<file path="src/rtl/decode_buffered_if.sv">
// Fetch-side and dispatch-side signals of the buffered decode stage.
// slave is the decode block's view; master is the surrounding pipeline's view.
interface decode_buffered_if #(
    parameter int XLEN  = 32,
    parameter int DEPTH = 4
);
    localparam int CNT_W = $clog2(DEPTH + 1);

    logic             flush;
    logic [31:0]      instr;
    logic [XLEN-1:0]  pc_in;
    logic             valid_in;
    logic             ready_in;
    logic             ready_out;
    logic             valid_out;
    logic [XLEN-1:0]  pc_out;
    logic [4:0]       rs1;
    logic [4:0]       rs2;
    logic [4:0]       rd;
    logic [XLEN-1:0]  imm;
    logic [3:0]       ALUOp;
    logic [6:0]       OpCode;
    logic             illegal;
    logic [CNT_W-1:0] count;

    modport master (
        output flush, instr, pc_in, valid_in, ready_out,
        input  ready_in, valid_out, pc_out, rs1, rs2, rd, imm, ALUOp, OpCode, illegal, count
    );

    modport slave (
        input  flush, instr, pc_in, valid_in, ready_out,
        output ready_in, valid_out, pc_out, rs1, rs2, rd, imm, ALUOp, OpCode, illegal, count
    );
endinterface

</file>
<file path="src/rtl/decode_buffered.sv">
// RV32I decoder feeding a DEPTH-entry FIFO of decoded instructions, so fetch can
// run ahead of a stalled rename/dispatch stage. Flush discards every entry.
module decode_buffered #(
    parameter int XLEN  = 32,
    parameter int DEPTH = 4
) (
    input  logic             clk,
    input  logic             reset,
    decode_buffered_if.slave bus
);
    localparam int CNT_W = $clog2(DEPTH + 1);
    localparam int PTR_W = $clog2(DEPTH);
    localparam logic [CNT_W-1:0] FULL_CNT = CNT_W'(DEPTH);

    localparam logic [6:0] OP_IMM    = 7'b0010011;
    localparam logic [6:0] OP_LOAD   = 7'b0000011;
    localparam logic [6:0] OP_JALR   = 7'b1100111;
    localparam logic [6:0] OP_SYSTEM = 7'b1110011;
    localparam logic [6:0] OP_STORE  = 7'b0100011;
    localparam logic [6:0] OP_BRANCH = 7'b1100011;
    localparam logic [6:0] OP_LUI    = 7'b0110111;
    localparam logic [6:0] OP_AUIPC  = 7'b0010111;
    localparam logic [6:0] OP_JAL    = 7'b1101111;
    localparam logic [6:0] OP_REG    = 7'b0110011;

    if (XLEN != 32 || DEPTH < 2 || (DEPTH & (DEPTH - 1)) != 0) begin : g_param_check
        $error("decode_buffered: XLEN must be 32 and DEPTH a power of two >= 2");
    end

    typedef struct packed {
        logic [XLEN-1:0] pc;
        logic [4:0]      rs1;
        logic [4:0]      rs2;
        logic [4:0]      rd;
        logic [XLEN-1:0] imm;
        logic [3:0]      alu_op;
        logic [6:0]      op_code;
        logic            illegal;
    } entry_t;

    entry_t           dec;
    entry_t           head;
    entry_t           mem [DEPTH];
    logic [PTR_W-1:0] wr_ptr_q, wr_ptr_d;
    logic [PTR_W-1:0] rd_ptr_q, rd_ptr_d;
    logic [CNT_W-1:0] count_q, count_d;
    logic             valid_out;
    logic             ready_in;
    logic             push;
    logic             pop;

    always_comb begin
        dec         = '0;
        dec.pc      = bus.pc_in;
        dec.rs1     = bus.instr[19:15];
        dec.rs2     = bus.instr[24:20];
        dec.rd      = bus.instr[11:7];
        dec.alu_op  = {1'b0, bus.instr[14:12]};
        dec.op_code = bus.instr[6:0];
        case (bus.instr[6:0])
            OP_IMM: begin
                dec.imm       = {{20{bus.instr[31]}}, bus.instr[31:20]};
                // Only SRLI/SRAI use instr[30] to pick the shift flavour.
                dec.alu_op[3] = (bus.instr[14:12] == 3'b101) && bus.instr[30];
            end
            OP_LOAD, OP_JALR, OP_SYSTEM:
                dec.imm = {{20{bus.instr[31]}}, bus.instr[31:20]};
            OP_STORE: begin
                dec.imm = {{20{bus.instr[31]}}, bus.instr[31:25], bus.instr[11:7]};
                dec.rd  = '0;
            end
            OP_BRANCH: begin
                dec.imm = {{20{bus.instr[31]}}, bus.instr[7], bus.instr[30:25],
                           bus.instr[11:8], 1'b0};
                dec.rd  = '0;
            end
            OP_LUI, OP_AUIPC:
                dec.imm = {bus.instr[31:12], 12'b0};
            OP_JAL:
                dec.imm = {{12{bus.instr[31]}}, bus.instr[19:12], bus.instr[20],
                           bus.instr[30:21], 1'b0};
            OP_REG:
                dec.alu_op[3] = bus.instr[30];
            default:
                dec.illegal = 1'b1;
        endcase
        if (bus.instr[1:0] != 2'b11) begin
            dec.illegal = 1'b1;
            dec.imm     = '0;
        end
    end

    assign valid_out = (count_q != '0);
    assign ready_in  = (count_q != FULL_CNT) && !bus.flush;
    assign push      = bus.valid_in && ready_in;
    assign pop       = valid_out && bus.ready_out && !bus.flush;

    always_comb begin
        wr_ptr_d = wr_ptr_q;
        rd_ptr_d = rd_ptr_q;
        count_d  = count_q;
        if (bus.flush) begin
            wr_ptr_d = '0;
            rd_ptr_d = '0;
            count_d  = '0;
        end else begin
            if (push) wr_ptr_d = wr_ptr_q + PTR_W'(1);
            if (pop)  rd_ptr_d = rd_ptr_q + PTR_W'(1);
            if (push && !pop)      count_d = count_q + CNT_W'(1);
            else if (pop && !push) count_d = count_q - CNT_W'(1);
        end
    end

    always_ff @(posedge clk or posedge reset) begin
        if (reset) begin
            wr_ptr_q <= '0;
            rd_ptr_q <= '0;
            count_q  <= '0;
        end else begin
            wr_ptr_q <= wr_ptr_d;
            rd_ptr_q <= rd_ptr_d;
            count_q  <= count_d;
        end
    end

    // Payload storage carries no reset; valid_out gates what is visible.
    always_ff @(posedge clk) begin
        if (push) mem[wr_ptr_q] <= dec;
    end

    always_comb begin
        head = '0;
        if (valid_out) head = mem[rd_ptr_q];
    end

    assign bus.ready_in  = ready_in;
    assign bus.valid_out = valid_out;
    assign bus.count     = count_q;
    assign bus.pc_out    = head.pc;
    assign bus.rs1       = head.rs1;
    assign bus.rs2       = head.rs2;
    assign bus.rd        = head.rd;
    assign bus.imm       = head.imm;
    assign bus.ALUOp     = head.alu_op;
    assign bus.OpCode    = head.op_code;
    assign bus.illegal   = head.illegal;
endmodule

</file>
<file path="src/flat_wrapper.sv">
// flat-port wrapper written by rule: the top's interface ports become plain ports
module decode_buffered_flat 
#(
    parameter int XLEN  = 32,
    parameter int DEPTH = 4
)
  (clk, reset, bus_flush, bus_instr, bus_pc_in, bus_valid_in, bus_ready_out, bus_ready_in, bus_valid_out, bus_pc_out, bus_rs1, bus_rs2, bus_rd, bus_imm, bus_ALUOp, bus_OpCode, bus_illegal, bus_count);
  decode_buffered_if #(.XLEN(XLEN), .DEPTH(DEPTH)) bus_i ();
  input  logic clk;
  input  logic reset;
  input wire logic [$bits(bus_i.flush)-1:0] bus_flush;
  input wire logic [$bits(bus_i.instr)-1:0] bus_instr;
  input wire logic [$bits(bus_i.pc_in)-1:0] bus_pc_in;
  input wire logic [$bits(bus_i.valid_in)-1:0] bus_valid_in;
  input wire logic [$bits(bus_i.ready_out)-1:0] bus_ready_out;
  output wire logic [$bits(bus_i.ready_in)-1:0] bus_ready_in;
  output wire logic [$bits(bus_i.valid_out)-1:0] bus_valid_out;
  output wire logic [$bits(bus_i.pc_out)-1:0] bus_pc_out;
  output wire logic [$bits(bus_i.rs1)-1:0] bus_rs1;
  output wire logic [$bits(bus_i.rs2)-1:0] bus_rs2;
  output wire logic [$bits(bus_i.rd)-1:0] bus_rd;
  output wire logic [$bits(bus_i.imm)-1:0] bus_imm;
  output wire logic [$bits(bus_i.ALUOp)-1:0] bus_ALUOp;
  output wire logic [$bits(bus_i.OpCode)-1:0] bus_OpCode;
  output wire logic [$bits(bus_i.illegal)-1:0] bus_illegal;
  output wire logic [$bits(bus_i.count)-1:0] bus_count;
  assign bus_i.flush = bus_flush;
  assign bus_i.instr = bus_instr;
  assign bus_i.pc_in = bus_pc_in;
  assign bus_i.valid_in = bus_valid_in;
  assign bus_i.ready_out = bus_ready_out;
  assign bus_ready_in = bus_i.ready_in;
  assign bus_valid_out = bus_i.valid_out;
  assign bus_pc_out = bus_i.pc_out;
  assign bus_rs1 = bus_i.rs1;
  assign bus_rs2 = bus_i.rs2;
  assign bus_rd = bus_i.rd;
  assign bus_imm = bus_i.imm;
  assign bus_ALUOp = bus_i.ALUOp;
  assign bus_OpCode = bus_i.OpCode;
  assign bus_illegal = bus_i.illegal;
  assign bus_count = bus_i.count;
  decode_buffered #(.XLEN(XLEN), .DEPTH(DEPTH)) u_core (.clk(clk), .reset(reset), .bus(bus_i));
endmodule
</file>
<file path="config.mk">
export PLATFORM = sky130hd
export DESIGN_NAME = decode_buffered_flat
export DESIGN_NICKNAME = d
export VERILOG_FILES = /design/src/rtl/decode_buffered_if.sv /design/src/rtl/decode_buffered.sv /design/src/flat_wrapper.sv
export SDC_FILE = /design/constraint.sdc
export NUM_CORES = 1
export LEC_CHECK = 0
export ABC_CLOCK_PERIOD_IN_PS = 3820
export BUFFER_PORTS_ARGS = -buffer_cell sky130_fd_sc_hd__buf_2
export CORE_ASPECT_RATIO = 0.9
export CORE_MARGIN = 3
export CORE_UTILIZATION = 50
export CTS_CLUSTER_DIAMETER = 200
export DETAILED_ROUTE_END_ITERATION = 6
export PLACE_DENSITY = 0.7
export SLEW_MARGIN = 10
export SYNTH_ARGS = -nofsm -noshare
export SYNTH_HDL_FRONTEND = slang
export SYNTH_SLANG_ARGS = --single-unit
</file>
<file path="constraint.sdc">
create_clock -name clk -period 3.82 [get_ports clk]
set_input_delay 0.191 -clock clk [delete_from_list [all_inputs] [get_ports clk]]
set_output_delay 0.191 -clock clk [all_outputs]
set_load 0.02 [all_outputs]
</file>
==> results.yml <==
outcome:
  status: "completed"
sta:
  worstMarginPinSlew_ns: 0.9071
  relSlewSlack: 0.3953
  tns_ns: 0
  maxSlewViolCount: 0
  clock.fmax_mhz: 357.0
  finalHoldViolations: 0
  rsz0062_at_grt: "false"
  period_share: 0.7334
  finalClockSkew_ns: 0.01275
  fin_ws_ns: 1.019
  finalCriticalPeriod_ns: 2.801
  finalSetupViolCount: 0
logic_synthesis:
  synth_seq_cells: 371
  synthMostInstantiatedCell: "edfxtp_1"
  synthCells: 719
  syn_area_sq_um: 14870
  synth_top_area_share: 0.7352
  synth_edf_count: 364
  async_reset_ff_frac: 0.01887
  synthesis.nets: 793
  synth_area_leader_cell: "edfxtp_1"
  avgSynthCellArea_sq_um: 20.68
  synth_seq_area_share: 0.7469
  synthTopCellsByCount: "364 x edfxtp_1, 91 x and2_1, 91 x mux4_2"
  synth_ff_type: "edfxtp_1"
  synth_warnings: 0
  ys_types: 57
  synthTopCellsByArea: "edfxtp_1 74%, mux4_2 14%, and2_1 3.8%"
worst_setup_path:
  r2r-end: "u_core.bus.count[1]"
  cp-end-kind: "output port"
  r2r_cells: 7
  cp.required_ns: 3.63
  path_class: "reg -> out"
  r2r_setup_slack_ns: 1.35
  cp.arrival_ns: 2.61
  critPathLaunchType: "flop"
  crit_path_max_fanout: 46
  r2r_start: "u_core.bus.count[2]"
place:
  port_buffers: 164
  hpwlAfterDp_um: 17100
  routabilityCongestion: 0.7442
  dp_cells: 1251
  place_ws_ns: 1.407
global_routing:
  antenna_found_initial: 2
  grt_max_degree: 94
  grt_pass1_wl_um: 47000
  grtUsageTotal: 0.1907
  first_global_vias: 7986
  grt_overflow_total: 0
min_path:
  hold_path.class: "in -> reg"
  holdPathStages: 2
  hold_start: "bus_instr[27]"
  hold-path-endpoint: "u_core.mem[2][39]"
clock_network:
  path_clk_slew_ns: 0.06
  cts_buffers: 38
  root_buffer: "clkbuf_16"
  cts_tree: "done"
  clock_latency_ns: 0.51
  post_cts_resized: 0
  clock_sink_count: 371
  cts_setup_buffers: 0
  htreeDepth: 2
  hold_buffers: 49
  cts_max_path_buffers: 3
detailed_routing:
  vias: 7477
  dr.pass1.iters: 5
  post_drt_wl_per_cell_um: 21.89
  vias_per_cell: 5.462
  drtIter0Drc: 643
  wl_um: 29970
  drc: 0
  drtAntennaViolNets: 0
cells_and_area:
  area_growth_pct: 19.89
  drive_gt1_frac: 0.3535
  final_net_count: 1018
  antenna_cells: 0
  final_cells: 1369
die:
  die_h_um: 169.6
  die-area_sq_um: 31840
  rows: 59
  core_area_sq_um: 29090
  fp.dieW_um: 187.8
  io_pins: 165
  start_util: 0.5112
flow_run:
  maxCapViolCount: 0
power_and_ir_drop:
  peakVddDrop_mv: 0.3927
  p_leak_nw: 6.231
  power_density_nw_per_um2: 638.5
-- metrics by stage --
stage	hold slack, ns	utilization	area (sq um)	total power (W)
final	0.04715	0.6129	17830	0.01138
after CTS	0.02667	0.6129	17830	0.01154
after detailed placement	0.1567	0.5556	16160	0.008025
after global routing	0.04057	0.6129	17830	0.01193
after floorplan	-0.005602	-	14870	0.007021
after global placement	0.1683	0.5556	16160	0.007999
-- placed cells by master, fill, tap and decap left out, types with 5 or more instances in the layout --
cell,count
edfxtp_1,364
buf_2,164
mux4_2,91
and2_1,91
dlygate4sd3_1,49
clkbuf_16,41
a21o_1,19
clkinv_1,11
nor2_1,10
buf_4,8
inv_1,7
nand2_1,7
nor2b_1,7
clkbuf_1,7
and2_2,6
clkinv_2,6
buf_12,5
dfrtp_1,5
-- cell families after synthesis --
family | Yosys count | share of synthesized area
flops | 371 | 0.7469
simple gates | 146 | 0.06211
mux | 95 | 0.1407
compound gates | 49 | 0.02643
buf+inv | 48 | 0.01616
xor+xnor | 5 | 0.002946
fa+ha+maj | 5 | 0.004713
-- cell type report --
cell class	count	area (sq um)
clock buffers	48	1052
clock inverters	21	123.9
fillers	2168	11260
inverters	7	26.28
multi-input cells	300	3543
flip-flops and latches	371	11110
well taps	396	495.5
repair buffers	226	1471
-- report_power, final --
| group | total (W) | internal (W) | switching, W | leakage (nW) |
|---|---|---|---|---|
| sequential | 0.00481 | 0.00471 | 0.000100 | 3.39 |
| clock | 0.00346 | 0.00202 | 0.00144 | 0.569 |
| combinational | 0.00311 | 0.00129 | 0.00182 | 2.27 |
-- worst max-delay path, cell delays in order, from the launching register on --
cell and delay [ns]:
dfrtp_4 0.89, buf_4 0.47, mux4_2 0.39, and2_1 0.17, buf_2 0.15
-- state kept, by name, summed over array words and instances, names as in the netlist --
signal,count
u_core.wr_ptr_q,2
u_core.rd_ptr_q,2
u_core.mem,364
u_core.bus.count,3
-- metal layers --
| metal | part of all wire | vias to the layer above | GRT usage |
|---|---|---|---|
| met4 | 0.012 | 4 | 0.03979 |
| li1 | - | 3355 | - |
| met5 | 0.0011 | - | 0 |
| met1 | 0.44 | 3845 | 0.2701 |
| met3 | 0.053 | 37 | 0.03284 |
| met2 | 0.49 | 236 | 0.3191 |
-- worst max-delay path by stage --
stage,startpoint,endpoint,cells after the start
floorplan,u_core.bus.count[0],u_core.mem[0][0],3
global placement,u_core.bus.count[1],u_core.bus.count[1],7
detailed placement,u_core.bus.count[2],u_core.bus.count[1],7
CTS,u_core.rd_ptr_q[1],bus_pc_out[11],4
global route,u_core.rd_ptr_q[1],bus_pc_out[20],4
finish,u_core.rd_ptr_q[1],bus_pc_out[20],4
Note: power is estimated with default switching activity, not from simulation.
